===== src/rtl/alu_exec_unit.sv =====
// Two-stage pipelined ALU with valid/ready handshakes on both sides.
// S1 registers the operation; S2 registers the computed result and flags.
module alu_exec_unit #(
    parameter int WIDTH = 32
) (
    input  logic             clk,
    input  logic             rst_n,
    input  logic             in_valid,
    output logic             in_ready,
    input  logic [3:0]       alu_control,
    input  logic [WIDTH-1:0] op_a,
    input  logic [WIDTH-1:0] op_b,
    output logic             out_valid,
    input  logic             out_ready,
    output logic [WIDTH-1:0] result,
    output logic             zero,
    output logic             overflow,
    output logic             bad_op,
    output logic [15:0]      op_count
);

    localparam logic [3:0] OP_AND = 4'd0;
    localparam logic [3:0] OP_OR  = 4'd1;
    localparam logic [3:0] OP_ADD = 4'd2;
    localparam logic [3:0] OP_SUB = 4'd6;
    localparam logic [3:0] OP_SLT = 4'd7;
    localparam logic [3:0] OP_NOR = 4'd12;
    localparam logic [3:0] OP_XOR = 4'd13;

    logic             s1_valid;
    logic [3:0]       s1_ctrl;
    logic [WIDTH-1:0] s1_a;
    logic [WIDTH-1:0] s1_b;
    logic             s2_valid;

    logic             s2_load;
    logic             in_fire;

    logic [WIDTH-1:0] sum;
    logic [WIDTH-1:0] diff;
    logic [WIDTH-1:0] c_result;
    logic             c_overflow;
    logic             c_bad;

    assign s2_load   = s1_valid && (!s2_valid || out_ready);
    assign in_ready  = !s1_valid || s2_load;
    assign in_fire   = in_valid && in_ready;
    assign out_valid = s2_valid;

    assign sum  = s1_a + s1_b;
    assign diff = s1_a - s1_b;

    always_comb begin
        c_result   = '0;
        c_overflow = 1'b0;
        c_bad      = 1'b0;
        case (s1_ctrl)
            OP_AND: c_result = s1_a & s1_b;
            OP_OR:  c_result = s1_a | s1_b;
            OP_ADD: begin
                c_result   = sum;
                c_overflow = (s1_a[WIDTH-1] == s1_b[WIDTH-1]) && (sum[WIDTH-1] != s1_a[WIDTH-1]);
            end
            OP_SUB: begin
                c_result   = diff;
                c_overflow = (s1_a[WIDTH-1] != s1_b[WIDTH-1]) && (diff[WIDTH-1] != s1_a[WIDTH-1]);
            end
            // Direct signed compare so the answer stays right when a - b overflows
            OP_SLT: c_result = {{(WIDTH-1){1'b0}}, ($signed(s1_a) < $signed(s1_b))};
            OP_NOR: c_result = ~(s1_a | s1_b);
            OP_XOR: c_result = s1_a ^ s1_b;
            default: c_bad = 1'b1;
        endcase
    end

    always_ff @(posedge clk or negedge rst_n) begin
        if (!rst_n) begin
            s1_valid <= 1'b0;
            s1_ctrl  <= '0;
            s1_a     <= '0;
            s1_b     <= '0;
        end else if (in_ready) begin
            s1_valid <= in_valid;
            if (in_valid) begin
                s1_ctrl <= alu_control;
                s1_a    <= op_a;
                s1_b    <= op_b;
            end
        end
    end

    always_ff @(posedge clk or negedge rst_n) begin
        if (!rst_n) begin
            s2_valid <= 1'b0;
            result   <= '0;
            zero     <= 1'b0;
            overflow <= 1'b0;
            bad_op   <= 1'b0;
        end else if (s2_load) begin
            s2_valid <= 1'b1;
            result   <= c_result;
            zero     <= (c_result == '0);
            overflow <= c_overflow;
            bad_op   <= c_bad;
        end else if (out_ready) begin
            s2_valid <= 1'b0;
        end
    end

    always_ff @(posedge clk or negedge rst_n) begin
        if (!rst_n) begin
            op_count <= '0;
        end else if (in_fire && (op_count != 16'hFFFF)) begin
            op_count <= op_count + 16'd1;
        end
    end

endmodule

===== config.mk =====
export PLATFORM = sky130hd
export DESIGN_NAME = alu_exec_unit
export DESIGN_NICKNAME = d
export VERILOG_FILES = /design/src/rtl/alu_exec_unit.sv
export SDC_FILE = /design/constraint.sdc
export NUM_CORES = 1
export LEC_CHECK = 0
export CAP_MARGIN = 15
export CORE_MARGIN = 3
export CORE_UTILIZATION = 45
export CTS_CLUSTER_SIZE = 16
export DETAILED_ROUTE_END_ITERATION = 16
export PLACE_DENSITY_LB_ADDON = 0.1
export SLEW_MARGIN = 20
export SYNTH_ARGS = -nofsm -noshare
export SYNTH_HDL_FRONTEND = slang
export SYNTH_SLANG_ARGS = --single-unit

===== constraint.sdc =====
create_clock -name clk -period 6 [get_ports clk]
set_clock_uncertainty 0.1 [all_clocks]
set_input_delay 1.8 -clock clk [delete_from_list [all_inputs] [get_ports clk]]
set_output_delay 1.8 -clock clk [all_outputs]
set_load 0.05 [all_outputs]

# Word level (Yosys, flattened, before mapping)
# Index checks and enable logic that the tools add are counted.
[op_classes] n_addsub=3 n_mul=0 n_div=0 magnitude_cmp=1 n_eq_ne=11 shifts=0 n_mux=5 bitwise=4 n_reduce_logical=14
[ops] cell="one-hot mux 32 bit (7 select lines)" n=1
[ops] cell="adder 32 bit" n=1
[ops] cell="AND 32 bit" n=1
[ops] cell="zero test 32 bit" n=1
[ops] cell="less-than comparator 32 bit" n=1
[ops] cell="NOT 32 bit" n=1
[ops] cell="bitwise OR 32 bit" n=1
[ops] cell="subtractor 32 bit" n=1
[ops] cell="XOR 32 bit" n=1
[ops] cell="adder 16 x 1 -> 16 bit (second input constant)" n=1
[ops] cell="inequality test 16 bit (second input constant)" n=1
[ops] cell="== test 4 x 3 -> 1 bit (second input constant)" n=2
[ops] cell="== test 4 bit (second input constant)" n=2
[ops] cell="OR reduction 7 bit" n=1
[ops] cell="logical AND 1 bit" n=5
[ops] cell="== test 4 x 1 -> 1 bit (second input constant)" n=1
[ops] cell="== test 4 x 2 -> 1 bit (second input constant)" n=1
[ops] cell="zero test 4 bit" n=1
[ops] cell="two-way mux 1 bit" n=3
[ops] cell="inequality test 1 bit" n=3
[ops] cell="zero test 1 bit" n=2
[ops] cell="logical OR 1 bit" n=2
[ops] cell="one-hot mux 1 bit (2 select lines)" n=1
[ops] cell="AND reduction 2 bit" n=1
[ops] cell="other kinds (2)" n=2
[totals] register_bits=121 latchBits=0 mem_bits_rw=0 rom_bits=0 in_bits=72 mem_count=0

# Longest topological paths before layout
[logic_depth] depth_word=6 ltp_mapped=14

# Least setup slack after synthesis
# No wires, ideal clock.
[synth_timing] path_type="input to output" from="input port out_ready" to="output port in_ready" arrival_ps=2289 required_ps=4100 setup_slack_ps=1811 stages=1 path_cell_list="nand3b_1"
[synth_via] elab_chain_cells=3
[synth_rtl] element="start, declared" line_no="14" source="input logic out_ready,"
[synth_rtl] element="logical OR 1 bit" line_no="45" source="assign s2_load = s1_valid && (!s2_valid || out_ready);"
[synth_rtl] element="logical AND 1 bit" line_no="45"
[synth_rtl] element="logical OR 1 bit" line_no="46" source="assign in_ready = !s1_valid || s2_load;"
[synth_rtl] element="end, declared" line_no="9" source="output logic in_ready,"
# No other way between the ends.

# Worst setup path in the final report
# Same ends and word-level chain as after synthesis.

==> flow_summary.ini <==
[placed_design]
numPortBuffers = 124
dp.final_hpwl_um = 26530
gp_congestion = 1.047
placed_area_um2 = 12160

[clock_network]
root_buffer = clkbuf_16
ctsHtreeMaxLevel = 4
insertion_delay_ps = 430
cts_tree = built
cts-resized-gates = 0
cts_buffers = 17
ctsHoldBuffers = 0
clock_sinks = 121
cts_buffer_depth = 2
path_clk_slew_ps = 60
cts_setup_buffers = 0

[layout]
antenna-diode-count = 0
final_area_um2 = 12740
fillerInstances = 2229
area_growth_pct = 19.13
drive_gt1_share_pct = 13.00
final_net_count = 1506

[timing]
finalHoldViolCount = 0
rsz0062_at_grt = no
setup_viol = 0
fin_crit_ps = 5140
finalSetupTns_ps = 0
final_max_slew_viol_count = 0
worstMarginPinSlew_ps = 950.7
slew_headroom_pct = 36.24
max_freq_mhz = 194.6
finalCritPeriodShare_pct = 85.66

[routing]
dr.first_iter.drc_count = 923
vias_per_cell = 6.101
drt_first_pass_iters = 5
wirelength_um = 35220
drtAntennaViolNets = 0
vias = 10120
wl_per_cell_um = 21.23
drc_errors = 0

[pwr]
switching_share_pct = 47.33
powerDensity_nw_per_um2 = 369.3
p_int_mw = 2.478
peakVddDrop_uv = 306.2
power_frac_clock_pct = 22.1
p_leak_nw = 5.511
seqPwrFrac_pct = 24.4
switching_power_mw = 2.227
p_comb_share_pct = 53.6

[floorplan]
rows = 55
io_pins = 125
start_util_pct = 46.53
chipWidth_um = 160.2
dieArea_um2 = 25650
die_h_um = 160.2
core_um2 = 22980

[critical_path]
cp-end-kind = output pin
required_ps = 4100
startpoint_type = input pin
cp.arrival_ps = 3240
r2r_slack_ps = 1790
crit_type = input pin to output pin
cp_max_fo = 3

[global_routing]
gr-usage-all-layers_pct = 26.86
grt_pass1_vias = 9427
antenna_found_initial = 1
grt_max_degree = 69
grt_pass1_wl_um = 54050
grt.overflow.total = 0

[yosys]
synth_edf_count = 0
syn_area_um2 = 10690
synthCells = 1245
synth_seq_cells = 121
async_reset_ff_share_pct = 100.0
ys_warn_count = 0
synth_nets = 1418
synth_ff_type = dfrtp_1
syn_avg_cell_area_um2 = 8.590
synth.yosys.seq_area_share_pct = 28.31
synth_cell_types = 97

[flow_run]
cap_violations = 0

[run_status]
status = finished clean

[hold_path]
holdCritPathClass = register to register
==> worst max-delay path, cell delays in order <==
cell	delay, ps
clkdlybuf4s50_1	460
nand3b_1	160
clkdlybuf4s50_1	820
==> kinds of logic after synthesis <==
group / count (synthesis) / synth area share, %
flip-flops: 121 / 28.31
multiplexers: 85 / 8.869
adder cells (fa/ha/maj): 101 / 11.96
AO/OA/AOI/OAI: 379 / 24.97
buffers and inverters: 169 / 6.306
AND/OR/NAND/NOR: 368 / 17.78
XOR/XNOR: 22 / 1.802
==> through the flow <==
| step | setup WS [ps] | std cells | power [mW] | util (%) | hold WS (ps) |
|---|---|---|---|---|---|
| 6_report | 860.2 | 1659 | 4.705 | 55.43 | 373.0 |
| 4_1_cts | 850.5 | 1659 | 4.693 | 55.43 | 378.3 |
| 2_1_floorplan | 1811 | 1245 | 2.859 | - | 371.1 |
| 3_3_place_gp | 861.0 | 1627 | 3.620 | 52.90 | 360.6 |
| 5_1_grt | 807.9 | 1659 | 4.971 | 55.43 | 401.5 |
| 3_5_place_dp | 859.2 | 1627 | 3.630 | 52.90 | 363.3 |
==> path summary, 6_finish.rpt <==
kind	cells after the start	from	end
setup / recovery	3	out_ready	in_ready
hold / removal	2	result[26]	result[26]
setup reg to reg	12	s1_a[13]	zero
hold reg to reg	2	result[26]	result[26]
max in group asynchronous	2	rst_n	op_count[5]
min in group asynchronous	1	rst_n	s1_b[12]
==> power groups by stage <==
stage / clock, mW / sequential, mW / combinational, mW
floorplan: 0 / 1.47 / 1.39
global placement: 0 / 1.16 / 2.46
detailed placement: 0 / 1.16 / 2.47
CTS: 1.06 / 1.15 / 2.48
global route: 1.10 / 1.17 / 2.70
finish: 1.04 / 1.15 / 2.52
==> cell usage in the layout (no fill, tap or decap), types with 7 or more instances in the layout <==
| cell | count |
|---|---|
| nand2_1 | 104 |
| o22ai_1 | 10 |
| o31ai_1 | 10 |
| and2_1 | 9 |
| nand2b_1 | 12 |
| mux2i_1 | 7 |
| o211ai_1 | 14 |
| ha_1 | 99 |
| inv_1 | 95 |
| o21bai_1 | 10 |
| clkbuf_16 | 17 |
| o21ai_0 | 73 |
| nor4_1 | 11 |
| nor2b_1 | 17 |
| a211oi_1 | 20 |
| a31oi_1 | 11 |
| a21o_1 | 17 |
| and3_1 | 14 |
| a21oi_1 | 79 |
| a221o_1 | 11 |
| o21a_1 | 10 |
| a22oi_1 | 15 |
| clkdlybuf4s50_1 | 123 |
| a221oi_1 | 17 |
| buf_4 | 19 |
| dfrtp_1 | 121 |
| or3_1 | 8 |
| nand3_1 | 24 |
| mux2_2 | 78 |
| nand4_1 | 20 |
| nor2_1 | 73 |
| or2_2 | 7 |
| xnor2_1 | 18 |
| a21boi_0 | 7 |
| nor3_1 | 26 |
==> cell usage after synthesis (5+ instances only) <==
cell type | instances | share of area [%]
o21a_1 | 10 | 0.70
a22oi_1 | 15 | 1.1
and3_1 | 14 | 0.82
or3_1 | 8 | 0.47
ha_1 | 99 | 12
nand2_1 | 105 | 3.7
a211o_1 | 5 | 0.41
xnor2_1 | 18 | 1.5
a211oi_1 | 20 | 1.4
buf_1 | 12 | 0.42
dfrtp_1 | 121 | 28
nor2_1 | 73 | 2.6
buf_2 | 17 | 0.80
or2_2 | 7 | 0.41
and4_1 | 6 | 0.49
mux2i_1 | 7 | 0.66
a21boi_0 | 7 | 0.49
a21o_1 | 17 | 1.2
o21bai_1 | 10 | 0.70
o211ai_1 | 14 | 0.98
nand2b_1 | 12 | 0.70
a221oi_1 | 17 | 1.4
inv_1 | 95 | 3.3
nand4_1 | 20 | 1.2
o22ai_1 | 10 | 0.59
o31ai_1 | 10 | 0.70
a31oi_1 | 11 | 0.64
nor3_1 | 27 | 1.3
mux2_2 | 78 | 8.2
o21ai_0 | 73 | 3.4
a21oi_1 | 79 | 3.7
clkbuf_1 | 40 | 1.4
nand3_1 | 24 | 1.1
a221o_1 | 11 | 1.0
o31a_1 | 6 | 0.49
and2_1 | 8 | 0.47
nor2b_1 | 17 | 0.99
nor4_1 | 12 | 0.70
==> final cells by class <==
cell class              instances  area, µm²  share of cell area [%]
flip-flops and latches        121       3028                   23.77
repair buffers                142       1374                   10.78
inverters                      96      360.3                   2.829
well taps                     313      391.6                   3.074
clock inverters                15      155.1                   1.218
clock buffers                  17      425.4                   3.339
multi-input cells             955       7005                   54.99
==> sequential cells by signal, indices dropped and copies added (netlist names) <==
signal     cells
result        32
s1_a          32
s1_b          32
op_count      16
s1_ctrl        4
bad_op         1
out_valid      1
overflow       1
s1_valid       1
zero           1
==> routing by layer <==
layer  vias up  global-route usage (%)  part of all wire [%]
met3        52                   7.886                    10
met5         -                       0                     0
met1      4805                   38.58                    45
li1       4758                       -                     -
met2       506                   39.92                    43
met4         0                   6.154                   1.7
Note: power is estimated with default switching activity, not from simulation.
